### src/rtl/axi_pim_pkg.sv
// axi_pim_pkg: shared FSM states, AXI constants and response helper for the PIM master
package axi_pim_pkg;
  typedef enum logic [2:0] {S_IDLE, S_AW, S_W, S_B, S_AR, S_R} state_t;
  localparam logic [1:0] AXI_BURST_INCR = 2'b01;
  localparam logic [1:0] AXI_RESP_OKAY = 2'b00;
  localparam logic [1:0] AXI_RESP_SLVERR = 2'b10;
  localparam logic [3:0] AXI_CACHE_DEFAULT = 4'b0011;
  function automatic logic [1:0] resp_max(input logic [1:0] a, input logic [1:0] b);
    return (a > b) ? a : b;
  endfunction
endpackage

### src/rtl/axi_pim_master_perf.sv
// axi_pim_master_perf: saturating busy-cycle and beat counters
module axi_pim_master_perf #(
  parameter int PERF_WIDTH = 32
) (
  input  logic                  clk,
  input  logic                  rst,
  input  logic                  busy,
  input  logic                  beat,
  output logic [PERF_WIDTH-1:0] perf_busy_cycles,
  output logic [PERF_WIDTH-1:0] perf_beats
);
  // both counters stick at all-ones instead of wrapping
  always_ff @(posedge clk or posedge rst)
    if (rst) begin
      perf_busy_cycles <= '0;
      perf_beats <= '0;
    end else begin
      perf_busy_cycles <= busy && !(&perf_busy_cycles) ? perf_busy_cycles + PERF_WIDTH'(1) : perf_busy_cycles;
      perf_beats <= beat && !(&perf_beats) ? perf_beats + PERF_WIDTH'(1) : perf_beats;
    end
endmodule

### src/rtl/axi_pim_master.sv
// axi_pim_master: single-outstanding AXI4 INCR burst master; AXI_PIM_MASTER_PERF_EN adds perf counters
module axi_pim_master
  import axi_pim_pkg::*;
#(
  parameter int DATA_WIDTH = 32,
  parameter int ADDR_WIDTH = 16,
  parameter int STRB_WIDTH = DATA_WIDTH / 8,
  parameter int ID_WIDTH = 8
`ifdef AXI_PIM_MASTER_PERF_EN
  , parameter int PERF_WIDTH = 32
`endif
) (
  input  logic                  clk,
  input  logic                  rst,
  input  logic                  cmd_valid,
  output logic                  cmd_ready,
  input  logic                  cmd_write,
  input  logic [ADDR_WIDTH-1:0] cmd_addr,
  input  logic [7:0]            cmd_len,
  input  logic [ID_WIDTH-1:0]   cmd_id,
  input  logic [DATA_WIDTH-1:0] wr_data,
  input  logic [STRB_WIDTH-1:0] wr_strb,
  input  logic                  wr_valid,
  output logic                  wr_ready,
  output logic [DATA_WIDTH-1:0] rd_data,
  output logic                  rd_last,
  output logic                  rd_valid,
  input  logic                  rd_ready,
  output logic                  done_valid,
  output logic [1:0]            done_resp,
  output logic [ID_WIDTH-1:0]   m_axi_awid,
  output logic [ADDR_WIDTH-1:0] m_axi_awaddr,
  output logic [7:0]            m_axi_awlen,
  output logic [2:0]            m_axi_awsize,
  output logic [1:0]            m_axi_awburst,
  output logic                  m_axi_awlock,
  output logic [3:0]            m_axi_awcache,
  output logic [2:0]            m_axi_awprot,
  output logic                  m_axi_awvalid,
  input  logic                  m_axi_awready,
  output logic [DATA_WIDTH-1:0] m_axi_wdata,
  output logic [STRB_WIDTH-1:0] m_axi_wstrb,
  output logic                  m_axi_wlast,
  output logic                  m_axi_wvalid,
  input  logic                  m_axi_wready,
  input  logic [ID_WIDTH-1:0]   m_axi_bid,
  input  logic [1:0]            m_axi_bresp,
  input  logic                  m_axi_bvalid,
  output logic                  m_axi_bready,
  output logic [ID_WIDTH-1:0]   m_axi_arid,
  output logic [ADDR_WIDTH-1:0] m_axi_araddr,
  output logic [7:0]            m_axi_arlen,
  output logic [2:0]            m_axi_arsize,
  output logic [1:0]            m_axi_arburst,
  output logic                  m_axi_arlock,
  output logic [3:0]            m_axi_arcache,
  output logic [2:0]            m_axi_arprot,
  output logic                  m_axi_arvalid,
  input  logic                  m_axi_arready,
  input  logic [ID_WIDTH-1:0]   m_axi_rid,
  input  logic [DATA_WIDTH-1:0] m_axi_rdata,
  input  logic [1:0]            m_axi_rresp,
  input  logic                  m_axi_rlast,
  input  logic                  m_axi_rvalid,
  output logic                  m_axi_rready
`ifdef AXI_PIM_MASTER_PERF_EN
  ,
  output logic [PERF_WIDTH-1:0] perf_busy_cycles,
  output logic [PERF_WIDTH-1:0] perf_beats
`endif
);
  localparam int SIZE = $clog2(STRB_WIDTH);
  state_t state_q, state_d;
  logic [ID_WIDTH-1:0] id_q;
  logic [ADDR_WIDTH-1:0] addr_q;
  logic [7:0] len_q, beat_q;
  logic [1:0] resp_q, done_resp_d;
  logic err_q, done_d;
  logic [31:0] end_off;
  assign end_off = 32'(cmd_addr[11:0]) + (32'(cmd_len) + 32'd1) * 32'(STRB_WIDTH);
  wire bad_cmd = end_off > 32'd4096 || (cmd_addr & ADDR_WIDTH'(STRB_WIDTH - 1)) != '0;
  wire cmd_fire = cmd_valid && cmd_ready;
  wire last = beat_q == len_q;
  wire w_fire = m_axi_wvalid && m_axi_wready;
  wire r_fire = m_axi_rvalid && m_axi_rready;
  wire r_bad = m_axi_rlast != last || m_axi_rid != id_q;
  assign m_axi_awid = id_q;
  assign m_axi_awaddr = addr_q;
  assign m_axi_awlen = len_q;
  assign m_axi_awsize = 3'(SIZE);
  assign m_axi_awburst = AXI_BURST_INCR;
  assign m_axi_awlock = 1'b0;
  assign m_axi_awcache = AXI_CACHE_DEFAULT;
  assign m_axi_awprot = 3'b000;
  assign m_axi_awvalid = state_q == S_AW;
  assign m_axi_wdata = wr_data;
  assign m_axi_wstrb = wr_strb;
  assign m_axi_wlast = last;
  assign m_axi_wvalid = state_q == S_W && wr_valid;
  assign wr_ready = state_q == S_W && m_axi_wready;
  assign m_axi_bready = state_q == S_B;
  assign m_axi_arid = id_q;
  assign m_axi_araddr = addr_q;
  assign m_axi_arlen = len_q;
  assign m_axi_arsize = 3'(SIZE);
  assign m_axi_arburst = AXI_BURST_INCR;
  assign m_axi_arlock = 1'b0;
  assign m_axi_arcache = AXI_CACHE_DEFAULT;
  assign m_axi_arprot = 3'b000;
  assign m_axi_arvalid = state_q == S_AR;
  assign m_axi_rready = state_q == S_R && rd_ready;
  assign rd_valid = state_q == S_R && m_axi_rvalid;
  assign rd_data = m_axi_rdata;
  assign rd_last = last;
  // state register; reset abandons any burst in flight
  always_ff @(posedge clk or posedge rst)
    if (rst) state_q <= S_IDLE;
    else state_q <= state_d;
  // next state plus the completion decision for this cycle
  always_comb begin
    state_d = state_q;
    done_d = 1'b0;
    done_resp_d = AXI_RESP_SLVERR;
    case (state_q)
      S_IDLE: begin
        state_d = !cmd_fire || bad_cmd ? S_IDLE : cmd_write ? S_AW : S_AR;
        done_d = cmd_fire && bad_cmd;
      end
      S_AW: state_d = m_axi_awready ? S_W : S_AW;
      S_W: state_d = w_fire && last ? S_B : S_W;
      S_B: begin
        state_d = m_axi_bvalid ? S_IDLE : S_B;
        done_d = m_axi_bvalid;
        done_resp_d = m_axi_bid != id_q ? AXI_RESP_SLVERR : m_axi_bresp;
      end
      S_AR: state_d = m_axi_arready ? S_R : S_AR;
      S_R: begin
        state_d = r_fire && last ? S_IDLE : S_R;
        done_d = r_fire && last;
        done_resp_d = err_q || r_bad ? AXI_RESP_SLVERR : resp_max(resp_q, m_axi_rresp);
      end
      default: state_d = S_IDLE;
    endcase
  end
  // command latch, beat counter, read response accumulation and registered handshakes
  always_ff @(posedge clk or posedge rst)
    if (rst) begin
      cmd_ready <= 1'b0;
      done_valid <= 1'b0;
      done_resp <= AXI_RESP_OKAY;
      id_q <= '0;
      addr_q <= '0;
      len_q <= '0;
      beat_q <= '0;
      resp_q <= AXI_RESP_OKAY;
      err_q <= 1'b0;
    end else begin
      cmd_ready <= state_d == S_IDLE && !done_d;
      done_valid <= done_d;
      done_resp <= done_d ? done_resp_d : done_resp;
      if (cmd_fire) begin
        id_q <= cmd_id;
        addr_q <= cmd_addr;
        len_q <= cmd_len;
        beat_q <= '0;
        resp_q <= AXI_RESP_OKAY;
        err_q <= 1'b0;
      end else if (w_fire || r_fire) beat_q <= beat_q + 8'd1;
      if (r_fire) begin
        resp_q <= resp_max(resp_q, m_axi_rresp);
        err_q <= err_q || r_bad;
      end
    end
`ifdef AXI_PIM_MASTER_PERF_EN
  axi_pim_master_perf #(.PERF_WIDTH(PERF_WIDTH)) u_perf (
    .clk(clk),
    .rst(rst),
    .busy(state_q != S_IDLE),
    .beat(w_fire || r_fire),
    .perf_busy_cycles(perf_busy_cycles),
    .perf_beats(perf_beats)
  );
`endif
endmodule

### config.mk
export PLATFORM = sky130hd
export DESIGN_NAME = axi_pim_master
export DESIGN_NICKNAME = d
export VERILOG_FILES = /design/src/rtl/axi_pim_pkg.sv /design/src/rtl/axi_pim_master_perf.sv /design/src/rtl/axi_pim_master.sv
export SDC_FILE = /design/constraint.sdc
export NUM_CORES = 1
export LEC_CHECK = 0
export BUFFER_PORTS_ARGS = -buffer_cell sky130_fd_sc_hd__buf_2
export CORE_AREA = 2 2 117 119
export DETAILED_ROUTE_END_ITERATION = 10
export DIE_AREA = 0 0 119 121
export PLACE_DENSITY = 0.71
export SYNTH_ARGS = -nofsm -noshare
export SYNTH_HDL_FRONTEND = slang
export SYNTH_SLANG_ARGS = --single-unit
export TNS_END_PERCENT = 30
### constraint.sdc
create_clock -name clk -period 5.55 [get_ports clk]
set_input_delay 0.2775 -clock clk [delete_from_list [all_inputs] [get_ports clk]]
set_output_delay 0.2775 -clock clk [all_outputs]
set_load 0.02 [all_outputs]
==> summary.txt <==
Timing
  – Final clock skew: 4.54 ps
  – Shortest period the worst path allows: 2710 ps
  – Endpoints failing setup: 0
  – Period utilization: 48.9%
  – Max Freq: 369 MHz
  – Setup slack after layout: 2840 ps
  – Hold_ws: 150 ps
  – Post-Route Setup TNS: 0 ps
  – Slew headroom: 55.6%
  – Tightest Pin Transition: 666 ps
  – RSZ-0062 raised after global routing: no
  – Max Slew Vio Count: 0
  – Final Hold Viols: 0

Cells and area
  – Commonest non-fill, non-tap cell in the layout: buf_2
  – Design area: 4280 sq um
  – Net count, final: 679
  – Fin util: 32.7%
  – Layout Area Growth over Synthesis: 5.98%
  – Filler instances: 1,402
  – Fraction of layout cells with a size suffix above 1: 29.3%
  – Commonest cells after routing, fill and taps aside: 140 x buf_2, 116 x nand2_1, 50 x dfrtp_1, 26 x conb_1, 22 x xnor2_1
  – # diodes: 0
  – Cell Count, Final, Fillers Out: 708

Floorplanning
  – Die width: 119 microns
  – Std cell rows: 42
  – Initial Util: 30.8%
  – Die area: 14,400 sq um
  – Core ar.: 13,100 sq um
  – Die H: 121 microns
  – IO Pins: 303

Logic synthesis
  – Synth Cell Area: 4040 sq um
  – Seq/Total Area, Yosys: 31.0%
  – Netlist cell types: 50
  – Xor and xnor area share after synthesis: 8.90%
  – Ys flop type: dfrtp_1
  – Mapped Cells: 494
  – Post-synthesis mux area share: 1.05%
  – Synth Area per Inst: 8.17 sq um
  – Largest family of logic cells by synthesized area: buffers and inverters
  – Fraction of registers with async set/reset: 100%
  – Compound-Gate Fraction of Synth Area: 7.84%
  – Synth Warn #: 0
  – Number of synthesized flops with an enable pin: 0
  – Simple-Gate Fraction of Synth Area: 19.8%
  – Post-Synth Adder-Cell Area: 5.15%
  – Flops & latches, synth: 50

Power and ir drop
  – PwrDens: 498 nW/um^2
  – Combinational Power Share: 49.5%
  – Sw Share: 46.6%
  – Switching pwr: 0.993 mW
  – Int Pwr: 1.14 mW
  – LEAKAGE: 2.29 nW
  – Clock network fraction of design power: 19.1%
  – Power Total: 2.13 mW
  – IR drop worst, VDD: 0.000197 V
  – Sequential group share of total power: 31.4%

Clock network
  – H-Tree Depth: 2
  – Clk slew on worst S/H paths: 70 ps
  – Root Buffer: clkbuf_16
  – Hold_buf cts: 0
  – Longest Clk Path Bufs: 2
  – Post-CTS Resized: 0
  – Post CTS Setup Buffer Count: 0
  – Later-pin clock latency in the skew report: 290 ps
  – # clock sinks: 50
  – Cts bufs inserted: 5
  – CTS tree: built

Drt
  – Drt pass-1 iters: 4
  – WL met3: 746 microns
  – Top Layer Used: met4
  – WL met1: 4.48 mm
  – Drt drc: 0
  – WL/cell: 14.2 microns
  – Initial DRC Count: 204
  – Vias/cell: 4.47
  – Routed Antenna Nets: 0
  – Met2 Routed Length: 4.67 mm
  – Post-Route WL: 10.0 mm
  – Via count: 3,163

Placement
  – Post-DP Area: 4080 sq um
  – Count of buffers from port buffering: 140
  – DP Worst Slack: 2530 ps
  – HPWL Detailed: 7.90 mm
  – Placed insts: 700
  – Gpl congestion: 0.869

Status
  – Status: complete, no violations

Worst setup path
  – CP Max Fanout: 5
  – Worst Path Arrival: 2890 ps
  – Crit path required time: 5720 ps
  – Crit path capture type: flop
  – Startpoint types: input pin
  – Crit Path Category: in2reg

Flow run
  – Maximum capacitance violations: 0

Hold path
  – Min-delay worst type: in2async

Global route
  – Vias in the first global route: 2,928
  – Grt total ovfl: 0
  – Gr usage total: 13.6%
  – Initial antenna violation count: 0
  – Global-route wire length before repair: 15.4 mm
  – Largest net degree at the start of global routing: 51
## registers in the layout (all words and copies together), names as in the netlist, 2 cells and up
register,count
done_resp,2
beat_q,8
m_axi_arid,8
m_axi_araddr,16
resp_q,2
state_q,3
m_axi_arlen,8
## cell families (layout without fill, tap and decap cells)
group / count (synthesis) / in the layout
adder cells (fa/ha/maj): 16 / 16
multiplexers: 4 / 4
buffers and inverters: 153 / 167
AND/OR/NAND/NOR: 182 / 182
other: 2 / 26
XOR/XNOR: 41 / 41
flip-flops: 50 / 50
AO/OA/AOI/OAI: 46 / 46
## per-layer routing
layer | global-route usage (%) | vias up
met5 | 0 | -
met4 | 3.57 | 0
met3 | 3.76 | 19
met2 | 22.4 | 145
met1 | 17.6 | 1456
li1 | - | 1543
## Yosys cell counts, drive strengths merged, types with 3 or more instances
master | n | share of area (%)
o21ai | 9 | 1.1
nor4 | 3 | 0.47
nand3 | 15 | 1.9
nand3b | 3 | 0.56
xor2 | 19 | 4.1
ha | 15 | 4.7
dfrtp | 50 | 31
buf | 129 | 24
and2 | 3 | 0.47
nand4 | 6 | 0.93
a31oi | 4 | 0.62
a21oi | 10 | 1.3
inv | 16 | 1.5
and3 | 7 | 1.1
o211ai | 5 | 1.1
nor2 | 19 | 1.8
nand2 | 116 | 11
clkbuf | 8 | 0.74
xnor2 | 22 | 4.8
## worst max-delay path, cell delays in order
cell,delay (ps)
buf_2,120
ha_1,220
nand3_1,140
nor2_1,90
and3_1,180
ha_1,350
nor2_1,60
or4_1,480
a21oi_1,180
nor2b_1,150
a31oi_1,120
nor2_2,180
mux2_1,330
## power by group through the flow
stage          logic (mW)  clock network [mW]  registers, mW
6_report             1.06               0.406          0.669
5_1_grt              1.15               0.433          0.693
4_1_cts              1.07               0.421          0.675
3_5_place_dp         1.07                   0          0.681
3_3_place_gp         1.06                   0          0.676
2_1_floorplan       0.793                   0          0.793
## area by class of cell
cell class              instances  area [sq um]  share of cell area, %
inverters                      16          60.1                   1.40
well taps                     176           220                   5.15
flip-flops and latches         50          1250                   29.3
multi-input cells             315          1820                   42.6
clock inverters                 2          60.1                   1.40
clock buffers                   6           139                   3.25
repair buffers                143           723                   16.9
## final timing paths
check	start	to	slack, ps	cells past startpoint
worst max-delay path	cmd_len[0]	done_resp[1]$_DFFE_PP0N_	2840	13
worst min-delay path	rst	m_axi_araddr[7]$_DFFE_PP0P_	150	3
worst max register to register	m_axi_arlen[0]$_DFFE_PP0P_	done_resp[0]$_DFFE_PP0N_	3430	7
worst min register to register	m_axi_araddr[12]$_DFFE_PP0P_	m_axi_araddr[12]$_DFFE_PP0P_	490	2
max in group asynchronous	rst	beat_q[3]$_DFFE_PP0P_	4940	3
min in group clk	cmd_addr[15]	m_axi_araddr[15]$_DFFE_PP0P_	170	3
Power figures use the tool's default switching activity.
